`src/rtl/ring_monitor.sv`:
```
// Receive-side checker/decoder for the one-hot ring-counter bus.
// Validates one-hot, tracks the right-rotate sequence, decodes the index and reports lock/errors.
//
// state   | meaning
// --------+-----------------------------------------------------------
// HUNT    | no valid reference code; next one-hot sample becomes prev
// TRACK   | reference held, counting consecutive good rotation steps
// LOCK    | LOCK_N consecutive steps seen; holds and steps keep lock
module ring_monitor #(
   parameter int WIDTH  = 4,
   parameter int LOCK_N = 4,
   localparam int IW    = $clog2(WIDTH)
) (
   input  logic             clk,
   input  logic             rst_n,
   input  logic             en,
   input  logic [WIDTH-1:0] ring_in,
   output logic [IW-1:0]    idx,
   output logic             idx_vld,
   output logic             onehot_err,
   output logic             seq_err,
   output logic             locked,
   output logic [7:0]       err_cnt
);

   localparam int CW = $clog2(LOCK_N + 1);

   localparam logic [1:0] ST_HUNT  = 2'd0;
   localparam logic [1:0] ST_TRACK = 2'd1;
   localparam logic [1:0] ST_LOCK  = 2'd2;

   logic [1:0]       state, state_nxt;
   logic [WIDTH-1:0] prev, prev_nxt;
   logic [CW-1:0]    good_cnt, good_nxt;
   logic             vld_nxt, oh_nxt, sq_nxt;

   logic [WIDTH-1:0] rot_prev;
   logic [WIDTH-1:0] ring_dec;
   logic             is_onehot;
   logic             is_hold;
   logic             is_step;
   logic [IW-1:0]    enc;
   logic [CW-1:0]    good_inc;

   assign rot_prev  = {prev[0], prev[WIDTH-1:1]};
   assign ring_dec  = ring_in - {{(WIDTH-1){1'b0}}, 1'b1};
   // Exactly one bit set: nonzero and clearing the lowest set bit leaves nothing.
   assign is_onehot = (ring_in != '0) && ((ring_in & ring_dec) == '0);
   assign is_hold   = (ring_in == prev);
   assign is_step   = (ring_in == rot_prev);
   assign good_inc  = good_cnt + CW'(1);

   // OR-reduction encoder; only meaningful when the sample is one-hot.
   always_comb begin
      enc = '0;
      for (int i = 0; i < WIDTH; i++) begin
         if (ring_in[i]) enc = enc | IW'(i);
      end
   end

   always_comb begin
      state_nxt = state;
      prev_nxt  = prev;
      good_nxt  = good_cnt;
      vld_nxt   = 1'b0;
      oh_nxt    = 1'b0;
      sq_nxt    = 1'b0;
      if (en) begin
         if (!is_onehot) begin
            oh_nxt    = 1'b1;
            state_nxt = ST_HUNT;
            good_nxt  = '0;
         end else begin
            case (state)
               ST_HUNT: begin
                  prev_nxt  = ring_in;
                  good_nxt  = '0;
                  state_nxt = ST_TRACK;
                  vld_nxt   = 1'b1;
               end
               ST_TRACK: begin
                  vld_nxt = 1'b1;
                  if (is_hold) begin
                     prev_nxt = ring_in;
                  end else if (is_step) begin
                     prev_nxt = ring_in;
                     good_nxt = good_inc;
                     if (good_inc == CW'(LOCK_N)) state_nxt = ST_LOCK;
                  end else begin
                     sq_nxt   = 1'b1;
                     prev_nxt = ring_in;
                     good_nxt = '0;
                  end
               end
               ST_LOCK: begin
                  vld_nxt  = 1'b1;
                  prev_nxt = ring_in;
                  if (!is_hold && !is_step) begin
                     sq_nxt    = 1'b1;
                     good_nxt  = '0;
                     state_nxt = ST_TRACK;
                  end
               end
               default: begin
                  state_nxt = ST_HUNT;
                  good_nxt  = '0;
               end
            endcase
         end
      end
   end

   always_ff @(posedge clk or negedge rst_n) begin
      if (!rst_n) begin
         state      <= ST_HUNT;
         prev       <= '0;
         good_cnt   <= '0;
         idx        <= '0;
         idx_vld    <= 1'b0;
         onehot_err <= 1'b0;
         seq_err    <= 1'b0;
         locked     <= 1'b0;
         err_cnt    <= 8'd0;
      end else begin
         state      <= state_nxt;
         prev       <= prev_nxt;
         good_cnt   <= good_nxt;
         idx_vld    <= vld_nxt;
         onehot_err <= oh_nxt;
         seq_err    <= sq_nxt;
         locked     <= (state_nxt == ST_LOCK);
         if (vld_nxt) idx <= enc;
         if ((oh_nxt || sq_nxt) && (err_cnt != 8'hFF)) err_cnt <= err_cnt + 8'd1;
      end
   end

endmodule

```
`config.mk`:
```
export PLATFORM = sky130hd
export DESIGN_NAME = ring_monitor
export DESIGN_NICKNAME = d
export VERILOG_FILES = /design/src/rtl/ring_monitor.sv
export SDC_FILE = /design/constraint.sdc
export NUM_CORES = 1
export LEC_CHECK = 0
export CAP_MARGIN = 5
export CORE_UTILIZATION = 47
export DETAILED_ROUTE_END_ITERATION = 10
export MAX_ROUTING_LAYER = met4
export PLACE_DENSITY = 0.71
export SYNTH_ARGS = -nofsm -noshare
export SYNTH_HDL_FRONTEND = slang
export SYNTH_SLANG_ARGS = --single-unit
```
`constraint.sdc`:
```
create_clock -name clk -period 2.13 [get_ports clk]
set_input_delay 0.426 -clock clk [delete_from_list [all_inputs] [get_ports clk]]
set_output_delay 0.426 -clock clk [all_outputs]
set_load 0.01 [all_outputs]
```
Word-level counts from Yosys, hierarchy flattened. Cells that the tools add are included.

Logic and storage cells: 60. Bits of input ports: 7. Register bits: 23.

Add/subtract/negate cells: 3. Bitwise operators: 1. Reductions and logical operators: 12. Eq/ne operators: 9. Muxes and demuxes: 26.

Operator list (count): $mux W2 (8); $mux W3 (4); $mux W1 (11); $add A8 B1 Y8 const B (1); $eq A4 B4 Y1 (2); $ne A8 B8 Y1 const B (1); $ne A3 B3 Y1 const B (2); $pmux W2 S3 (1); $pmux W3 S2 (1); $reduce_and A3 Y1 (2); $and A4 B4 Y4 (1); $eq A2 B2 Y1 const B (2); $logic_not A4 Y1 (1); $reduce_bool A4 Y1 (1); $sub A4 B1 Y4 const B (1); $add A3 B1 Y3 const B (1); $eq A3 B3 Y1 const B (1); $logic_and A1 B1 Y1 (3); $reduce_or A3 Y1 (1); $eq A2 B1 Y1 const B (1); $logic_not A1 Y1 (2); $logic_not A2 Y1 (1); $pmux W1 S2 (1); $logic_or A1 B1 Y1 (1).

Depth between registers and ports, before layout. Gate-level depths: netlist of the first run.

Depth after elaboration: 9. Depth in mapped cells: 10. Depth with buffers taken out: 7.

Worst setup path after synthesis of the first run. No wires, ideal clock.

Kind: input-to-reg. From: input ring_in[2]. To: register err_cnt[1]. Setup slack: -0.180 ns. Stages: 7. Data required time: 2.002 ns. Buffers on the path: 2. Arrival: 2.182 ns. Cell sequence: buf_2 > xor2_1 > nor4_1 > o31ai_1 > and3_1 > clkbuf_1 > mux2_1.

Word-level cells in the longest chain between the ends: 9. Elaborated cells between the ends (all ways): 20. Those cells by class: 1 x add/sub; 2 x eq/ne; 8 x mux; 1 x bitwise; 8 x reduce/logical.

RTL lines: start, declared (RTL line 17) `input logic [WIDTH-1:0] ring_in,`; branches (longest 7 deep; another with $sub A4 B1 Y4); $logic_or A1 B1 Y1 (*) (RTL line 133) `if ((oh_nxt || sq_nxt) && (err_cnt != 8'hFF)) err_cnt <= err_cnt + 8'd1;`; $logic_and A1 B1 Y1 (*) (RTL line 133); end signal, assigned (RTL line 133); end, declared (RTL line 23) `output logic [7:0] err_cnt`.

Mark *: on every way between the ends. A chain may end at the register's enable or synchronous reset.

Final worst setup path of the first run.
From: input ring_in[0]. To: register locked.

Word-level cells in the longest chain between the ends: 8. Elaborated cells between the ends (all ways): 17. Those cells by class: 1 x add/sub; 3 x eq/ne; 6 x mux; 1 x bitwise; 6 x reduce/logical.

RTL lines: branches (longest 5 deep; another with $sub A4 B1 Y4); $mux W2 (*) (RTL line 69) `if (!is_onehot) begin`; $mux W2 (*) (RTL line 68) `if (en) begin`; net state_nxt[1] (RTL line 32) `logic [1:0] state, state_nxt;`; $eq A2 B2 Y1 (*) (RTL line 131) `locked <= (state_nxt == ST_LOCK);`; end signal, assigned (RTL line 131); end, declared (RTL line 22) `output logic locked,`.

Mark *: on every way through the listed nets, which the timed path passes.

==> results of run 1 <==
-- per-stage QoR --
step | utilization, % | instance area [sq um] | power [mW] | setup WS (ps)
finish | 68.0 | 1720 | 1.33 | 75.2
global route | 68.0 | 1720 | 1.41 | 36.8
CTS | 67.5 | 1700 | 1.34 | 42.7
detailed placement | 66.0 | 1670 | 1.13 | -507
global placement | 66.0 | 1670 | 1.11 | -470
floorplan | - | 1310 | 0.875 | -155
-- cells by family after synthesis --
| kind of cell | share of synthesized area (%) |
|---|---|
| adder cells (fa/ha/maj) | 6.82 |
| multiplexers | 0.876 |
| XOR/XNOR | 10.9 |
| buffers and inverters | 5.26 |
| AND/OR/NAND/NOR | 20.6 |
| AO/OA/AOI/OAI | 10.7 |
| flip-flops | 44.8 |
-- layout make-up --
class	count	area share [%]
clock buffer	4	1.53
timing repair buffer	45	22.3
sequential	23	33.6
inverter	5	1.09
multi-input combinational	96	39.3
tap	30	2.19
-- Yosys cell counts (2+ instances only) --
library cell / n
nor4_1: 2
buf_6: 2
ha_1: 7
o31ai_1: 2
nand3_1: 5
a21oi_1: 6
nand4_1: 5
dfrtp_1: 23
nand2b_1: 2
buf_2: 3
or3_1: 2
nor3_1: 2
inv_1: 4
nor2_1: 7
nand2_1: 20
o21ai_0: 3
and3_1: 2
xnor2_1: 10
xor2_1: 6
-- power breakdown --
group	switching, mW	total, mW	internal, mW
combinational	0.216	0.498	0.282
clock	0.130	0.203	0.0730
sequential	0.101	0.627	0.525
total	0.448	1.33	0.880
-- timing repair --
action,CTS,global route
gates resized for setup,6,3
gates cloned,0,0
hold endpoints to repair,0,0
setup buffers,1,0
pin swaps,0,2
endpoints found under the setup margin,13,3
-- metal layers --
metal / vias to the layer above / part of all wire (%) / GRT usage (%)
met3: 2 / 3.5 / 3.89
met1: 538 / 44 / 24.5
met2: 23 / 52 / 40.2
li1: 538 / - / -
met5: - / 0 / -
met4: 0 / 0.53 / 7.69
-- registers in the layout, indices dropped and copies added, names as in the netlist --
register / flops
locked: 1
state: 2
good_cnt: 3
idx: 2
prev: 4
onehot_err: 1
err_cnt: 8
seq_err: 1
idx_vld: 1
-- placed cells by master, fill, tap and decap left out, types with 3 or more instances in the layout --
cell type	count
ha_1	7
nand2_1	20
inv_1	4
xor2_1	6
a21oi_1	6
clkbuf_4	3
o21ai_0	3
nand3_1	5
nor2_1	7
clkdlybuf4s50_1	16
nand4_1	5
dfrtp_1	23
xnor2_1	10
dlygate4sd2_1	4
buf_4	25
-- how the worst min path moves through the flow --
stage | startpoint | slack, ps | end | cells after the start
6_report | rst_n | 440 | err_cnt[5] | 2
4_1_cts | rst_n | 450 | err_cnt[5] | 2
3_3_place_gp | err_cnt[5] | 490 | err_cnt[5] | 1
5_1_grt | rst_n | 490 | good_cnt[1] | 2
2_1_floorplan | rst_n | 130 | err_cnt[0] | 0
3_5_place_dp | err_cnt[5] | 500 | err_cnt[5] | 1
==> results.json, run 1 <==
{
  "clock_tree.htree_level_count": 1,
  "maxSlewHeadroom_pct": 80.1,
  "grt_overflow": 0,
  "crit_path_frequent_cell": "or3_4",
  "reg2reg_to": "err_cnt[1]",
  "clkSlewWorstSetupHoldPaths_ps": 130,
  "finClkSkew_ps": 6.74,
  "power_density_nw_per_um2": 774,
  "syn_area_sq_um": 1280,
  "cp.buffers_inverters": 1,
  "port_buffers": 20,
  "cpPeakStageDelay_ps": 540,
  "area.growth.synth_to_final_pct": 33.5,
  "vdd_ir_drop_max_uv": 609,
  "startpoint": "ring_in[0]",
  "tns_ps": 0,
  "leakagePower_nw": 0.794,
  "ys.flop_type": "dfrtp_1",
  "async_flop_share_pct": 100,
  "clock_latency_ps": 310,
  "regToRegSetupSlack_ps": 200,
  "min_period_ps": 2050,
  "synth.top_cells.by_area": "dfrtp_1, ha_1, xnor2_1",
  "num_vias": 1101,
  "drt-total-wl_um": 2820,
  "slew_viol_final": 0,
  "insertedDiodeCount": 0,
  "hold_viol": 0,
  "grt_pass1_vias": 1090,
  "yosysSeqAreaShare_pct": 44.8,
  "multiInputGateArea_sq_um": 674,
  "antenna_found_initial": 0,
  "dieArea_sq_um": 2950,
  "ant_nets": 0,
  "syn_avg_cell_area_sq_um": 9.81,
  "cp_cell_sequence": "dlygate4sd2_1 > or4b_4 > o311a_1 > or3_4 > or3_4 > o221ai_2 > nor2b_4",
  "core_sq_um": 2520,
  "cts_hold_buf": 0,
  "grt_pass1_wl_um": 4540,
  "hold_path_class": "in -> async",
  "crit_path_start_kind": "input port",
  "syn_nets": 145,
  "cts_tree": "done",
  "synth-edff-count": 0,
  "crit_family": "simple AND/OR/NAND/NOR gates",
  "grt_start_max_net_pins": 24,
  "fill_cells": 225,
  "endpoint": "locked",
  "stdcell_count": 203,
  "viasPerCell": 5.42,
  "ys_ff_latch": 23,
  "seq_area_sq_um": 576,
  "dr.first_iter.drc_count": 15,
  "synth_top_area_cell": "dfrtp_1",
  "die_height_um": 54.3,
  "worstSetupPathType": "in -> reg",
  "cp_max_fo": 3,
  "drc": 0,
  "wire_per_inst_um": 13.9,
  "clock-sinks": 23,
  "dr.pass1.iters": 4,
  "timing.hold.ws_ps": 443,
  "finalSetupViolCount": 0,
  "die_w_um": 54.3,
  "cp.required_ps": 2380,
  "drive_gt1_share_pct": 22.5,
  "nets": 188,
  "max_freq_mhz": 487,
  "start_util_pct": 50.9,
  "row_count": 18,
  "synth_top_area_share_pct": 44.8,
  "grt_usage_pct": 22.3,
  "hpwlAfterDp_um": 2150,
  "cts_max_path_buffers": 2,
  "end_kind": "flip-flop",
  "cp.arrival_ps": 2310,
  "status": "finished, final reports clean",
  "period_share_pct": 96.5,
  "numCtsBuffers": 3,
  "yosys_warnings": 0,
  "critPathSlowestCell": "or4b_4",
  "cp.depth": 7,
  "gp_congestion": 0.850,
  "cap_violations": 0,
  "io_pins": 21,
  "rsz0062_at_grt": "no",
  "r2r_cells": 6,
  "ys_types": 37,
  "dp.cells": 198,
  "r2r-start": "state[0]",
  "syn_inst": 131,
  "cts_root_buf": "clkbuf_4",
  "worstMarginPinSlew_ps": 298
}
Power figures use the tool's default switching activity.
==> run 2, diff against run 1 <==
- PLACE_DENSITY: 0.71 -> 0.83
==> run 2 against run 1 <==
Effect of this change:
- via count increased by 1.2%
- worst setup slack improved by 5.5 ps
- utilization down 0.45 points
- clock skew fell by 4.9 ps
- sequential share of layout area rose by 0.22 points
- first-iteration DRC count is 6.7% lower
- total power is 1.5% higher
- final cell count down 0.99%
- clock power up 2%
- sequential power about the same
- critical endpoint unchanged
- largest cell class unchanged
- largest power group unchanged
==> results.json, run 2 (synthesized netlist as in run 1, its figures left out) <==
{
  "power_density_nw_per_um2": 791,
  "grt_overflow": 0,
  "fin_total_pwr_mw": 1.35,
  "clock_tree.htree_level_count": 1,
  "timing.hold.ws_ps": 450,
  "viasPerCell": 5.54,
  "r2r-start": "state[0]",
  "start_util_pct": 50.9,
  "wire_per_inst_um": 14.6,
  "hpwlAfterDp_um": 2250,
  "post_dp_cell_area_sq_um": 1660,
  "tns_ps": 0,
  "gp_congestion": 0.942,
  "cp_max_fo": 4,
  "largest_register_ffs": 8,
  "reg_top3": "err_cnt: 8 flops, prev: 4 flops, good_cnt: 3 flops",
  "slew_viol_final": 0,
  "grt_pass1_wl_um": 4820,
  "max_freq_mhz": 488,
  "maxSlewHeadroom_pct": 76.0,
  "crit_path_start_kind": "input port",
  "hold_path_class": "in -> async",
  "startpoint": "ring_in[3]",
  "fin_ws_ps": 80.7,
  "pre_cts_ws_ps": -527,
  "final_area_sq_um": 1700,
  "cts_hold_buf": 0,
  "dr.first_iter.drc_count": 14,
  "period_share_pct": 96.2,
  "finalSetupViolCount": 0,
  "cp.required_ps": 2390,
  "grt_start_max_net_pins": 24,
  "drive_gt1_share_pct": 22.8,
  "leakagePower_nw": 0.781,
  "dr.pass1.iters": 4,
  "cp.buffers_inverters": 1,
  "drc": 0,
  "post-route-util_pct": 67.6,
  "cts_tree": "done",
  "crit_family": "simple AND/OR/NAND/NOR gates",
  "cpPeakStageDelay_ps": 520,
  "stdcell_count": 201,
  "cp_cell_sequence": "dlygate4sd2_1 > or4b_4 > o311a_1 > or3_4 > or3_1 > o221ai_2 > nor2b_4",
  "end_kind": "flip-flop",
  "largest-register": "err_cnt",
  "dp.cells": 197,
  "finClkSkew_ps": 1.80,
  "hold_viol": 0,
  "port_buffers": 20,
  "cp.arrival_ps": 2310,
  "drt-total-wl_um": 2940,
  "clock-sinks": 23,
  "cts_root_buf": "clkbuf_4",
  "cap_violations": 0,
  "die_w_um": 54.3,
  "antenna_found_initial": 0,
  "nets": 186,
  "vdd_ir_drop_max_uv": 671,
  "num_vias": 1114,
  "critPathSlowestCell": "or4b_4",
  "die_height_um": 54.3,
  "io_pins": 21,
  "post_cts_buffers": 0,
  "cts_max_path_buffers": 2,
  "insertedDiodeCount": 0,
  "worstMarginPinSlew_ps": 356,
  "rsz0062_at_grt": "no",
  "area.growth.synth_to_final_pct": 32.6,
  "row_count": 18,
  "final_cell_mix": "dfrtp_1, buf_4, nand2_1, clkdlybuf4s50_1, xnor2_1",
  "status": "finished, final reports clean",
  "grt_pass1_vias": 1108,
  "grt_usage_pct": 24.1,
  "core_sq_um": 2520,
  "worstSetupPathType": "in -> reg",
  "min_period_ps": 2050,
  "fill_cells": 207,
  "clock_latency_ps": 310,
  "ant_nets": 0,
  "clkSlewWorstSetupHoldPaths_ps": 130,
  "numCtsBuffers": 3,
  "dieArea_sq_um": 2950
}
[run 2: cell count changes in the layout (fill, tap and decap cells not counted), sizes merged]
cell / before / now
dlygate4sd2: 4 / 2
buf: 25 / 23
clkbuf: 4 / 5
clkdlybuf4s15: 0 / 1
[run 2: area by class of cell]
| cell class | instances | area [sq um] | area share, % |
|---|---|---|---|
| multi-input combinational | 96 | 681 | 39.9 |
| sequential | 23 | 576 | 33.8 |
| timing repair buffer | 43 | 365 | 21.4 |
| tap | 30 | 37.5 | 2.20 |
| clock buffer | 4 | 26.3 | 1.54 |
| inverter | 5 | 18.8 | 1.10 |
[run 2: timing repair]
| item | CTS | global route |
|---|---|---|
| endpoints found under the hold margin | 0 | 0 |
| setup endpoints to repair | 14 | 2 |
| pin swaps | 3 | 1 |
| resized for setup | 9 | 5 |
[run 2: final timing paths]
path                              end  slack (ps)  cells after the start
hold reg to reg            err_cnt[5]         520                      1
hold / removal             err_cnt[5]         450                      2
setup reg to reg           err_cnt[1]         140                      6
max in group asynchronous     prev[1]        1450                      2
min in group clk              prev[2]         500                      4
setup / recovery               locked          80                      7
[run 2: power breakdown]
| part | internal (mW) | switching, mW | leakage, nW | total (mW) |
|---|---|---|---|---|
| registers | 0.525 | 0.104 | 0.289 | 0.630 |
| clock network | 0.0733 | 0.134 | 0.0150 | 0.207 |
| logic | 0.282 | 0.229 | 0.477 | 0.512 |
[run 2: layer usage]
metal  GRT usage (%)  wire length [um]
met1            25.4              1240
met2            42.9              1520
met3            6.11               137
met4            8.97                44
met5               -                 0
[run 2: worst register-to-register path, cell delays in order, from the launching register on]
cell and delay, ps:
dfrtp_1 440, inv_1 110, ha_1 300, o21ai_0 140, o31ai_2 280, and3_4 280, mux2_1 330
==> run 3, diff against run 2 <==
==> constraint.sdc (replaced) <==
create_clock -name clk -period 2.13 [get_ports clk]
set_input_delay 0.426 -clock clk [delete_from_list [all_inputs] [get_ports clk]]
set_output_delay 0.426 -clock clk [all_outputs]
set_load 0.005 [all_outputs]
==> results of run 3 <==
Same layout as run 2 (identical final DEF). Status: finished, final reports clean.
Main changes from that run: total power 1.35 mW -> 1.32 mW; worst IR drop on VDD 671 uV -> 636 uV
